$ cat src/rtl/fetch_pkg.sv
`default_nettype none
// ============================================================================
// Module      : fetch_pkg
// Description : Shared types and sizing for the instruction fetch controller.
// Revision    : 1.0 - initial release
// ============================================================================
package fetch_pkg;

  localparam int FQ_DEPTH     = 2;
  localparam int FQ_PTR_W     = (FQ_DEPTH > 1) ? $clog2(FQ_DEPTH) : 1;
  localparam int FQ_CNT_W     = $clog2(FQ_DEPTH + 1);
  localparam int FETCH_INST_W = 32;

  typedef enum logic [0:0] {
    IDLE = 1'b0,
    RUN  = 1'b1
  } fetch_state_e;

  typedef struct packed {
    logic [31:0]             pc;
    logic [FETCH_INST_W-1:0] inst;
  } fetch_entry_t;

endpackage
`default_nettype wire

$ cat src/rtl/fetch_if.sv
`default_nettype none
// ============================================================================
// Module      : fetch_if
// Description : Backend, icache and decode handshake bundle of the fetch unit.
// Revision    : 1.0 - initial release
// ============================================================================
interface fetch_if #(
  parameter int ADDR_WIDTH = 9,
  parameter int DATA_WIDTH = 32
) ();

  logic                  fetch_en;
  logic                  redirect_valid;
  logic [31:0]           redirect_pc;
  logic                  icache_req;
  logic [ADDR_WIDTH-1:0] icache_addr;
  logic [DATA_WIDTH-1:0] icache_rdata;
  logic                  valid_o;
  logic                  ready_i;
  logic [31:0]           pc_o;
  logic [DATA_WIDTH-1:0] inst_o;

  // Fetch controller side.
  modport master (
    input  fetch_en,
    input  redirect_valid,
    input  redirect_pc,
    input  icache_rdata,
    input  ready_i,
    output icache_req,
    output icache_addr,
    output valid_o,
    output pc_o,
    output inst_o
  );

  // Environment side: backend, icache and decode.
  modport slave (
    output fetch_en,
    output redirect_valid,
    output redirect_pc,
    output icache_rdata,
    output ready_i,
    input  icache_req,
    input  icache_addr,
    input  valid_o,
    input  pc_o,
    input  inst_o
  );

endinterface
`default_nettype wire

$ cat src/rtl/fetch_queue.sv
`default_nettype none
// ============================================================================
// Module      : fetch_queue
// Description : Small FIFO of fetched {pc, inst} entries with synchronous flush.
// Revision    : 1.0 - initial release
// ============================================================================
module fetch_queue
  import fetch_pkg::*;
(
  input  logic                clk,
  input  logic                reset_n,
  input  logic                push_i,
  input  fetch_entry_t        push_entry_i,
  input  logic                pop_i,
  input  logic                flush_i,
  output logic [FQ_CNT_W-1:0] count_o,
  output fetch_entry_t        head_o
);

  logic [FQ_PTR_W-1:0] wr_ptr_q, wr_ptr_d;
  logic [FQ_PTR_W-1:0] rd_ptr_q, rd_ptr_d;
  logic [FQ_CNT_W-1:0] count_q,  count_d;
  fetch_entry_t        mem_q [FQ_DEPTH];

  function automatic logic [FQ_PTR_W-1:0] ptr_inc(input logic [FQ_PTR_W-1:0] ptr);
    if (ptr == FQ_PTR_W'(FQ_DEPTH - 1)) begin
      return '0;
    end
    return ptr + 1'b1;
  endfunction

  // The caller guarantees no push into a full queue and no pop from an empty one.
  always_comb begin
    wr_ptr_d = wr_ptr_q;
    rd_ptr_d = rd_ptr_q;
    count_d  = count_q;
    if (flush_i) begin
      wr_ptr_d = '0;
      rd_ptr_d = '0;
      count_d  = '0;
    end else begin
      if (push_i) begin
        wr_ptr_d = ptr_inc(wr_ptr_q);
      end
      if (pop_i) begin
        rd_ptr_d = ptr_inc(rd_ptr_q);
      end
      case ({push_i, pop_i})
        2'b10:   count_d = count_q + 1'b1;
        2'b01:   count_d = count_q - 1'b1;
        default: count_d = count_q;
      endcase
    end
  end

  always_ff @(posedge clk or negedge reset_n) begin
    if (!reset_n) begin
      wr_ptr_q <= '0;
      rd_ptr_q <= '0;
      count_q  <= '0;
    end else begin
      wr_ptr_q <= wr_ptr_d;
      rd_ptr_q <= rd_ptr_d;
      count_q  <= count_d;
    end
  end

  always_ff @(posedge clk or negedge reset_n) begin
    if (!reset_n) begin
      for (int i = 0; i < FQ_DEPTH; i++) begin
        mem_q[i] <= '0;
      end
    end else begin
      for (int i = 0; i < FQ_DEPTH; i++) begin
        if (push_i && !flush_i && (wr_ptr_q == FQ_PTR_W'(i))) begin
          mem_q[i] <= push_entry_i;
        end
      end
    end
  end

  assign count_o = count_q;
  assign head_o  = mem_q[rd_ptr_q];

endmodule
`default_nettype wire

$ cat src/rtl/fetch_ctrl.sv
`default_nettype none
// ============================================================================
// Module      : fetch_ctrl
// Description : Instruction fetch controller: icache request sequencing,
//               redirect/flush handling and a 2-entry decode queue.
// Revision    : 1.0 - initial release
// ============================================================================
module fetch_ctrl
  import fetch_pkg::*;
#(
  parameter int          ADDR_WIDTH = 9,
  parameter int          DATA_WIDTH = 32,
  parameter logic [31:0] RESET_PC   = 32'h0000_0000
) (
  input  logic    clk,
  input  logic    reset_n,
  fetch_if.master bus
);

  fetch_state_e        state_q,    state_d;
  logic [31:0]         pc_req_q,   pc_req_d;
  logic                inflight_q, inflight_d;
  logic [31:0]         tag_q,      tag_d;

  logic [FQ_CNT_W-1:0] count;
  fetch_entry_t        head;
  fetch_entry_t        push_entry;
  logic                valid;
  logic                pop;
  logic                push;
  logic                issue;
  logic [FQ_CNT_W:0]   occ;

  always_comb begin
    state_d = state_q;
    case (state_q)
      IDLE:    if (bus.fetch_en)  state_d = RUN;
      RUN:     if (!bus.fetch_en) state_d = IDLE;
      default: state_d = IDLE;
    endcase
  end

  // occ counts queued entries plus the outstanding response, net of this
  // cycle's pop; keeping it below the depth reserves a slot for every response.
  always_comb begin
    valid = (count != '0) && !bus.redirect_valid;
    pop   = valid && bus.ready_i;
    occ   = {1'b0, count} + (FQ_CNT_W + 1)'(inflight_q) - (FQ_CNT_W + 1)'(pop);
    issue = (state_q == RUN) && bus.fetch_en && !bus.redirect_valid
            && (occ < (FQ_CNT_W + 1)'(FQ_DEPTH));
    push  = inflight_q && !bus.redirect_valid;
  end

  always_comb begin
    pc_req_d   = pc_req_q;
    inflight_d = issue;
    tag_d      = tag_q;
    if (bus.redirect_valid) begin
      pc_req_d = bus.redirect_pc & ~32'd3;
    end else if (issue) begin
      pc_req_d = pc_req_q + 32'd4;
      tag_d    = pc_req_q;
    end
  end

  always_ff @(posedge clk or negedge reset_n) begin
    if (!reset_n) begin
      state_q    <= IDLE;
      pc_req_q   <= RESET_PC;
      inflight_q <= 1'b0;
      tag_q      <= '0;
    end else begin
      state_q    <= state_d;
      pc_req_q   <= pc_req_d;
      inflight_q <= inflight_d;
      tag_q      <= tag_d;
    end
  end

  always_comb begin
    push_entry      = '0;
    push_entry.pc   = tag_q;
    push_entry.inst = FETCH_INST_W'(bus.icache_rdata);
  end

  fetch_queue u_queue (
    .clk          (clk),
    .reset_n      (reset_n),
    .push_i       (push),
    .push_entry_i (push_entry),
    .pop_i        (pop),
    .flush_i      (bus.redirect_valid),
    .count_o      (count),
    .head_o       (head)
  );

  assign bus.icache_req  = issue;
  assign bus.icache_addr = pc_req_q[ADDR_WIDTH+1:2];
  assign bus.valid_o     = valid;
  assign bus.pc_o        = head.pc;
  assign bus.inst_o      = DATA_WIDTH'(head.inst);

endmodule
`default_nettype wire

$ cat src/flat_wrapper.sv
// flat-port wrapper written by rule: the top's interface ports become plain ports
module fetch_ctrl_flat import fetch_pkg::*;
#(
  parameter int          ADDR_WIDTH = 9,
  parameter int          DATA_WIDTH = 32,
  parameter logic [31:0] RESET_PC   = 32'h0000_0000
)
  (clk, reset_n, bus_fetch_en, bus_redirect_valid, bus_redirect_pc, bus_icache_rdata, bus_ready_i, bus_icache_req, bus_icache_addr, bus_valid_o, bus_pc_o, bus_inst_o);
  fetch_if #(.ADDR_WIDTH(ADDR_WIDTH), .DATA_WIDTH(DATA_WIDTH)) bus_i ();
  input  logic clk;
  input  logic reset_n;
  input wire logic [$bits(bus_i.fetch_en)-1:0] bus_fetch_en;
  input wire logic [$bits(bus_i.redirect_valid)-1:0] bus_redirect_valid;
  input wire logic [$bits(bus_i.redirect_pc)-1:0] bus_redirect_pc;
  input wire logic [$bits(bus_i.icache_rdata)-1:0] bus_icache_rdata;
  input wire logic [$bits(bus_i.ready_i)-1:0] bus_ready_i;
  output wire logic [$bits(bus_i.icache_req)-1:0] bus_icache_req;
  output wire logic [$bits(bus_i.icache_addr)-1:0] bus_icache_addr;
  output wire logic [$bits(bus_i.valid_o)-1:0] bus_valid_o;
  output wire logic [$bits(bus_i.pc_o)-1:0] bus_pc_o;
  output wire logic [$bits(bus_i.inst_o)-1:0] bus_inst_o;
  assign bus_i.fetch_en = bus_fetch_en;
  assign bus_i.redirect_valid = bus_redirect_valid;
  assign bus_i.redirect_pc = bus_redirect_pc;
  assign bus_i.icache_rdata = bus_icache_rdata;
  assign bus_i.ready_i = bus_ready_i;
  assign bus_icache_req = bus_i.icache_req;
  assign bus_icache_addr = bus_i.icache_addr;
  assign bus_valid_o = bus_i.valid_o;
  assign bus_pc_o = bus_i.pc_o;
  assign bus_inst_o = bus_i.inst_o;
  fetch_ctrl #(.ADDR_WIDTH(ADDR_WIDTH), .DATA_WIDTH(DATA_WIDTH), .RESET_PC(RESET_PC)) u_core (.clk(clk), .reset_n(reset_n), .bus(bus_i));
endmodule
$ cat config.mk
export PLATFORM = sky130hd
export DESIGN_NAME = fetch_ctrl_flat
export DESIGN_NICKNAME = d
export VERILOG_FILES = /design/src/rtl/fetch_pkg.sv /design/src/rtl/fetch_if.sv /design/src/rtl/fetch_queue.sv /design/src/rtl/fetch_ctrl.sv /design/src/flat_wrapper.sv
export SDC_FILE = /design/constraint.sdc
export NUM_CORES = 1
export LEC_CHECK = 0
export ABC_AREA = 1
export CAP_MARGIN = 30
export CORE_MARGIN = 8
export CORE_UTILIZATION = 30
export CTS_BUF_LIST = sky130_fd_sc_hd__clkbuf_8
export DETAILED_ROUTE_END_ITERATION = 7
export GPL_TIMING_DRIVEN = 0
export PLACE_DENSITY = 0.63
export SYNTH_ARGS = -nofsm -noshare
export SYNTH_HDL_FRONTEND = slang
export SYNTH_SLANG_ARGS = --single-unit
$ cat constraint.sdc
create_clock -name clk -period 2.55 [get_ports clk]
set_input_delay 0.51 -clock clk [delete_from_list [all_inputs] [get_ports clk]]
set_output_delay 0.51 -clock clk [all_outputs]
set_load 0.02 [all_outputs]
==> results by group, run 1 <==
Finish
  – Fillers: 3,183
  – Most frequent cells in the layout: 485 x nand2_1, 188 x dfrtp_1, 152 x o21ai_0
  – FF+latch area: approximately 4800 um^2
  – Most common cell after layout, fill and taps aside: nand2_1
  – Multi-input logic area: 3615 um^2
  – Fraction of layout instances using a drive strength above 1: 9.710%
  – Final Core Density: 38.67%
  – Syn-to-layout area delta: 27.88%
  – Nets@finish: 1,441
  – N_diodes: 0

Power and ir drop
  – Pleak: roughly 5.9 nW
  – Cell Pwr Density: ~840 nW/um^2
  – VDD IR max: 0.3133 mV

CTS
  – H-tree levels: 4
  – Worst-Skew Late Latency: 0.47 ns
  – Max clock buf depth: 2
  – CTS tree: built
  – Clock root buffer: clkbuf_8
  – CTS buffer count: 17
  – Clock Sinks: 190
  – Worst-path clk slew: 0.10 ns

Floorplan
  – FP Rows: 64
  – Die X: 190.9 um
  – Chip height: roughly 190 um
  – IO Pins: between 100 and 150
  – Die area: 36,440 um^2
  – Initial core utilization: 30.24%
  – Core Region: approximately 30,000 um^2

Timing
  – Setup violators final: 16
  – Fin crit period: 3.044 ns
  – Rel. slew slack: 50.74%
  – RSZ-0062 raised after global routing: yes
  – Hold Vio Cnt, Final: 0
  – Final worst setup slack: -0.4944 ns
  – Slew Viols, Final: 0
  – Tcrit/Tclk final: 119.4%
  – Worst-Margin Slew: ~0.74 ns
  – Setup_tns: -1.145 ns
  – Worst Skew: 0.01687 ns
  – Highest clock rate: 328.5 MHz

Routing
  – WL final: 26.56 mm
  – Drt first pass iters: 5
  – Wirelength per Cell: 14.95 um
  – Drt initial violations: 803
  – # DRC: 0
  – Vias: 8,041
  – Vias per Instance: 4.528
  – Antenna Nets Post-Route: 0

Worst setup path
  – Cells on worst reg2reg path: 17
  – RR Startpoint: u_core.u_queue.count_o[0]$_DFFE_PN0P_
  – Critical Path AT: 2.53 ns
  – Worst-path maximum fanout: 2
  – WS Path Type: register to primary output
  – R2r setup slk: -0.06 ns
  – CP Launch Type: register
  – Reg2Reg Capture Point: u_core.pc_req_q[30]$_DFFE_PN0P_
  – WP data required: 2.04 ns
  – CP endpoint kind: primary output

Placement
  – IO Port Bufs: around 140
  – Gpl congestion: 0.8801
  – DPL Wire Length: 19.42 mm

Logic synthesis
  – Post-synth top area share: 51.81%
  – Yosys top cell by area: dfrtp_1
  – Synth Cell Area: 9176 um^2
  – Sequential-to-total area share from yosys stat: a little over 50%
  – Post-Syn Area per Cell: roughly 7.6 um^2
  – Yosys warning total: 0
  – Synth Register Bits: 190
  – Unique cell type count in the Yosys netlist: 25
  – Largest cells by area after synthesis: dfrtp_1 52%, nand2_1 20%, o21ai_0 8.3%, inv_1 5.3%, nand3_1 3.5%
  – Synth Instances: between 1,000 and 1,500

Global route
  – Number of global-route vias before repair: 7,835
  – Largest net degree at the start of global routing: 98
  – Grt total ovfl: 0
  – Gr usage total: 14.78%
  – Initial antenna violation count: 0
  – First-pass GRT wire length: 42.98 mm

Job
  – Max Cap Violations: 0

Outcome
  – Status: complete, but fails checks
  – Failing checks: setup timing

Min path
  – Hold WC Path Type: input port to asynchronous set/reset pin
-- Yosys cell counts --
library cell  number
a21oi_1           13
and2_1             1
buf_12             2
buf_2             18
buf_4             12
buf_6              5
clkbuf_1          31
conb_1             1
dfrtp_1          190
fa_1               1
ha_1               2
inv_1            129
inv_2              2
nand2_1          488
nand2_2            2
nand3_1           64
nand4_1            2
nor2_1            52
nor2_2             9
nor2_4            12
o211ai_1           7
o21ai_0          153
o21ai_1            4
or2_2              1
xnor2_1            1
-- repair_timing --
item,4_1_cts,5_1_grt
gates cloned,0,2
gates resized for setup,117,9
endpoints found under the setup margin,123,61
buffers inserted,5,2
hold buffers,0,0
pin swaps,7,9
-- layout make-up --
type | instances | area share (%)
repair buffers | 147 | 12.22
flip-flops and latches | 190 | 40.54
well taps | 396 | 4.222
multi-input cells | 814 | 30.80
inverters | 131 | 4.212
clock buffers | 17 | 1.994
plain buffers | 68 | 4.201
clock inverters | 13 | 1.813
-- cells by family after synthesis --
kind of cell | synth area share [%]
buffers and inverters | 9.640
XOR/XNOR | 0.09546
AND/OR/NAND/NOR | 28.07
other | 0.04087
AO/OA/AOI/OAI | 9.844
adder cells (fa/ha/maj) | 0.4908
flip-flops | 51.81
-- registers in the layout, indices dropped and copies added, names as in the netlist --
register / flops
u_core.u_queue.wr_ptr_q: 1
u_core.inflight_q: 1
u_core.u_queue.count_o: 2
u_core.u_queue.rd_ptr_q: 1
u_core.u_queue.mem_q: 124
u_core.tag_q: 30
u_core.pc_req_q: 30
u_core.state_q: 1
-- through the flow --
stage | setup WS (ns) | instances | instance area, um^2 | total power (W) | hold WS [ns]
final | -0.4944 | 1776 | 11740 | 0.009883 | 0.06989
after floorplan | -0.08829 | 1203 | 9201 | 0.006210 | 0.2144
after global routing | -0.6607 | 1776 | 11740 | 0.01061 | 0.1019
after global placement | -6.960 | 1737 | 11080 | 0.007798 | 0.4656
after CTS | -0.5959 | 1773 | 11660 | 0.009992 | 0.08452
after detailed placement | -1.069 | 1738 | 11110 | 0.007872 | 0.4725
-- report_power, final --
part / total, W / switching (W) / internal, W
Combinational: 0.00341 / 0.00211 / 0.00131
Clock: 0.00226 / 0.00110 / 0.00116
Sequential: 0.00421 / 0.000441 / 0.00377
-- layer usage --
layer  share of wire (%)  wire length [um]  GRT usage, %  vias to the layer above
met5                   0                 0             0                        -
met4                 1.1               294         3.341                        0
met3                 6.1              1633         3.156                       20
met2                  47             12510         23.77                      212
met1                  46             12120         20.08                     3775
li1                    -                 -             -                     4034
-- worst max path at each step --
stage | from | slack (ns) | to
after floorplan | bus_redirect_valid | -0.09 | bus_icache_req
after global placement | reset_n | -6.96 | u_core.pc_req_q[22]$_DFFE_PN0P_
after detailed placement | bus_ready_i | -1.07 | bus_icache_req
after CTS | u_core.u_queue.count_o[1]$_DFFE_PN0P_ | -0.60 | bus_icache_req
after global routing | u_core.u_queue.count_o[0]$_DFFE_PN0P_ | -0.66 | bus_icache_req
final | u_core.u_queue.count_o[0]$_DFFE_PN0P_ | -0.49 | bus_icache_req
-- critical path: stages, from the launching register on --
cell     delay, ns
dfrtp_2       0.43
nor2_4        0.16
nor2_4        0.06
nand2_4       0.09
inv_4         0.04
ha_4          0.20
inv_2         0.05
nand2_2       0.04
fa_1          0.49
nand2_1       0.06
nor2_2        0.09
nand2_2       0.08
inv_2         0.07
buf_8         0.10
buf_6         0.11
Power figures use the tool's default switching activity.
==> run 2, diff against run 1 <==
REMOVE_ABC_BUFFERS = 1   (was default)
==> results by group, run 2 (synthesis gave the netlist of run 1 again) <==
Placement
  – Inst Count DP: 1,677 (-3.5%)
  – IO Port Bufs: 139 (+0.72%)
  – Gpl congestion: 0.8160 (-7.3%)
  – DPL Wire Length: 15.84 mm (-18%)
  – Pre-CTS setup slack: -2.358 ns (-1.289 ns)

Timing
  – Rel. slew slack: 55.42% (+4.7 points)
  – Hold Vio Cnt, Final: 0 (unchanged)
  – Worst Skew: 0.01971 ns (+0.002841 ns)
  – Tcrit/Tclk final: 129.4% (+10 points)
  – Slew Viols, Final: 0 (unchanged)
  – Setup violators final: 59 (+43)
  – WHS: 0.05846 ns (-0.01143 ns)
  – Worst-Margin Slew: 0.6686 ns (-0.07027 ns)
  – RSZ-0062 raised after global routing: yes
  – Final worst setup slack: -0.7487 ns (-0.2543 ns)
  – Fin crit period: 3.299 ns (+0.2543 ns)
  – Highest clock rate: 303.2 MHz (-7.7%)

Routing
  – # DRC: 0 (unchanged)
  – Antenna Nets Post-Route: 0 (unchanged)
  – Vias per Instance: 4.623 (+2.1%)
  – Vias: 8,067 (+0.32%)
  – Drt first pass iters: 5 (unchanged)
  – Wirelength per Cell: 15.39 um (+3.0%)
  – WL final: 26.86 mm (+1.2%)
  – Drt initial violations: 540 (-33%)

Floorplan
  – FP Rows: 64 (unchanged)
  – Die area: 36,440 um^2 (unchanged)
  – Initial core utilization: 30.24% (unchanged)
  – Die X: 190.9 um (unchanged)
  – Chip height: 190.9 um (unchanged)
  – IO Pins: 144 (unchanged)
  – Core Region: 30,350 um^2 (unchanged)

Global route
  – Largest net degree at the start of global routing: 104 (+6.1%)
  – Gr usage total: 14.55% (-0.22 points)
  – Initial antenna violation count: 0 (unchanged)
  – First-pass GRT wire length: 42.07 mm (-2.1%)
  – Grt total ovfl: 0 (unchanged)
  – Number of global-route vias before repair: 7,668 (-2.1%)

Outcome
  – Failing checks: setup timing
  – Status: complete, but fails checks

CTS
  – CTS tree: built
  – Worst-Skew Late Latency: 0.47 ns (about the same)
  – Clock Sinks: 190 (unchanged)
  – Worst-path clk slew: 0.10 ns (about the same)
  – H-tree levels: 4 (unchanged)
  – Clock root buffer: clkbuf_8
  – CTS buffer count: 17 (unchanged)
  – Max clock buf depth: 2 (unchanged)

Power and ir drop
  – Total design power: 0.01003 W (+1.5%)
  – Pleak: 5.992 nW (+0.79%)
  – Cell Pwr Density: 833.7 nW/um^2 (-1.0%)
  – VDD IR max: 0.4070 mV (+30%)

Worst setup path
  – Critical Path AT: 2.79 ns (+0.26 ns)
  – CP Launch Type: input port
  – Worst-path maximum fanout: 11 (+9)
  – WS Path Type: input port to primary output
  – WP data required: 2.04 ns (about the same)
  – CP endpoint kind: primary output

Finish
  – Max reg flops: 124 (unchanged)
  – Most frequent cells in the layout: 471 x nand2_1, 188 x dfrtp_1, 141 x o21ai_0
  – N_diodes: 0 (unchanged)
  – Largest regs: u_core.u_queue.mem_q (124), u_core.pc_req_q (30), u_core.tag_q (30)
  – Reg with most FFs: u_core.u_queue.mem_q
  – Nets@finish: 1,409 (-2.2%)
  – Most common cell after layout, fill and taps aside: nand2_1
  – Syn-to-layout area delta: 31.09%
  – Fraction of layout instances using a drive strength above 1: 11.56% (+1.9 points)
  – Final instance count without filler cells: 1,745 (-1.7%)

Job
  – Max Cap Violations: 0 (unchanged)

Min path
  – Hold WC Path Type: input port to asynchronous set/reset pin
-- run 2: cell count changes in the layout (fill, tap and decap cells not counted), moves of 7 or more --
cell / before / now
clkdlybuf4s15_1: 0 / 19
nand2_1: 485 / 471
buf_2: 16 / 0
nand3_2: 3 / 10
o21ai_1: 5 / 14
a21oi_2: 1 / 8
buf_16: 1 / 12
clkbuf_1: 16 / 0
nand3_1: 61 / 54
dlygate4sd2_1: 61 / 37
a21oi_1: 12 / 5
nand2_2: 3 / 17
clkbuf_4: 12 / 0
o21ai_0: 152 / 141
-- run 2: path summary, 6_finish.rpt --
kind                                                             from                               endpoint  slack (ns)  cells after the start
worst max-delay path                               bus_redirect_valid                         bus_icache_req       -0.75                     15
worst min-delay path                                          reset_n   u_core.u_queue.mem_q[74]$_DFFE_PN0P_        0.06                      1
worst max register to register  u_core.u_queue.count_o[0]$_DFFE_PN0P_        u_core.pc_req_q[27]$_DFFE_PN0P_       -0.43                     20
worst min register to register  u_core.u_queue.mem_q[113]$_DFFE_PN0P_  u_core.u_queue.mem_q[113]$_DFFE_PN0P_        0.49                      2
max in group asynchronous                                     reset_n    u_core.u_queue.rd_ptr_q$_DFFE_PN0P_        1.46                      2
min in group clk                u_core.u_queue.mem_q[113]$_DFFE_PN0P_  u_core.u_queue.mem_q[113]$_DFFE_PN0P_        0.49                      2
-- run 2: worst max-delay path, stage by stage --
cell and delay [ns]:
clkdlybuf4s15_2 0.25, buf_16 0.18, nor2_4 0.12, nand2_2 0.07, inv_2 0.08, ha_4 0.19, inv_2 0.05, nand2_2 0.05
fa_1 0.59, nand2_2 0.08, nor2_4 0.14, nand2_4 0.08, buf_16 0.14, clkinvlp_4 0.11, buf_6 0.13
-- run 2: final cells by class --
| type | instances | area [um^2] |
|---|---|---|
| Clock inverter | 13 | 167.7 |
| Tap cell | 396 | 495.5 |
| Timing Repair inverter | 2 | 15.01 |
| Fill cell | 3081 | 18320 |
| Sequential cell | 190 | 4760 |
| Inverter | 131 | 508.0 |
| Multi-Input combinational cell | 815 | 3755 |
| Timing Repair Buffer | 180 | 2081 |
| Clock buffer | 18 | 247.7 |
-- run 2: timing repair --
item	CTS	global route
gates resized for setup	105	91
hold buffers	0	0
cloned	9	4
setup buffers	13	12
pin swaps	4	20
endpoints found under the setup margin	124	76
-- run 2: power breakdown --
group / switching [W] / internal, W
sequential: 0.000451 / 0.00377
clock: 0.00113 / 0.00100
combinational: 0.00220 / 0.00148
-- run 2: routing by layer --
| metal | routed length [um] | vias up | global-route usage [%] | part of all wire, % |
|---|---|---|---|---|
| met2 | 12280 | 251 | 23.02 | 46 |
| met3 | 1966 | 23 | 3.539 | 7.3 |
| li1 | - | 3984 | - | - |
| met4 | 438 | 0 | 3.789 | 1.6 |
| met1 | 12180 | 3809 | 19.66 | 45 |
| met5 | 0 | - | 0 | 0 |
-- run 2: metrics by stage --
step	utilization [%]	area (um^2)	setup TNS (ns)
global placement	35.17	10670	-2073.88
global route	39.64	12030	-22.89
finish	39.64	12030	-16.32
floorplan	-	8787	-73.79
detailed placement	35.83	10880	-97.58
CTS	38.34	11640	-12.36
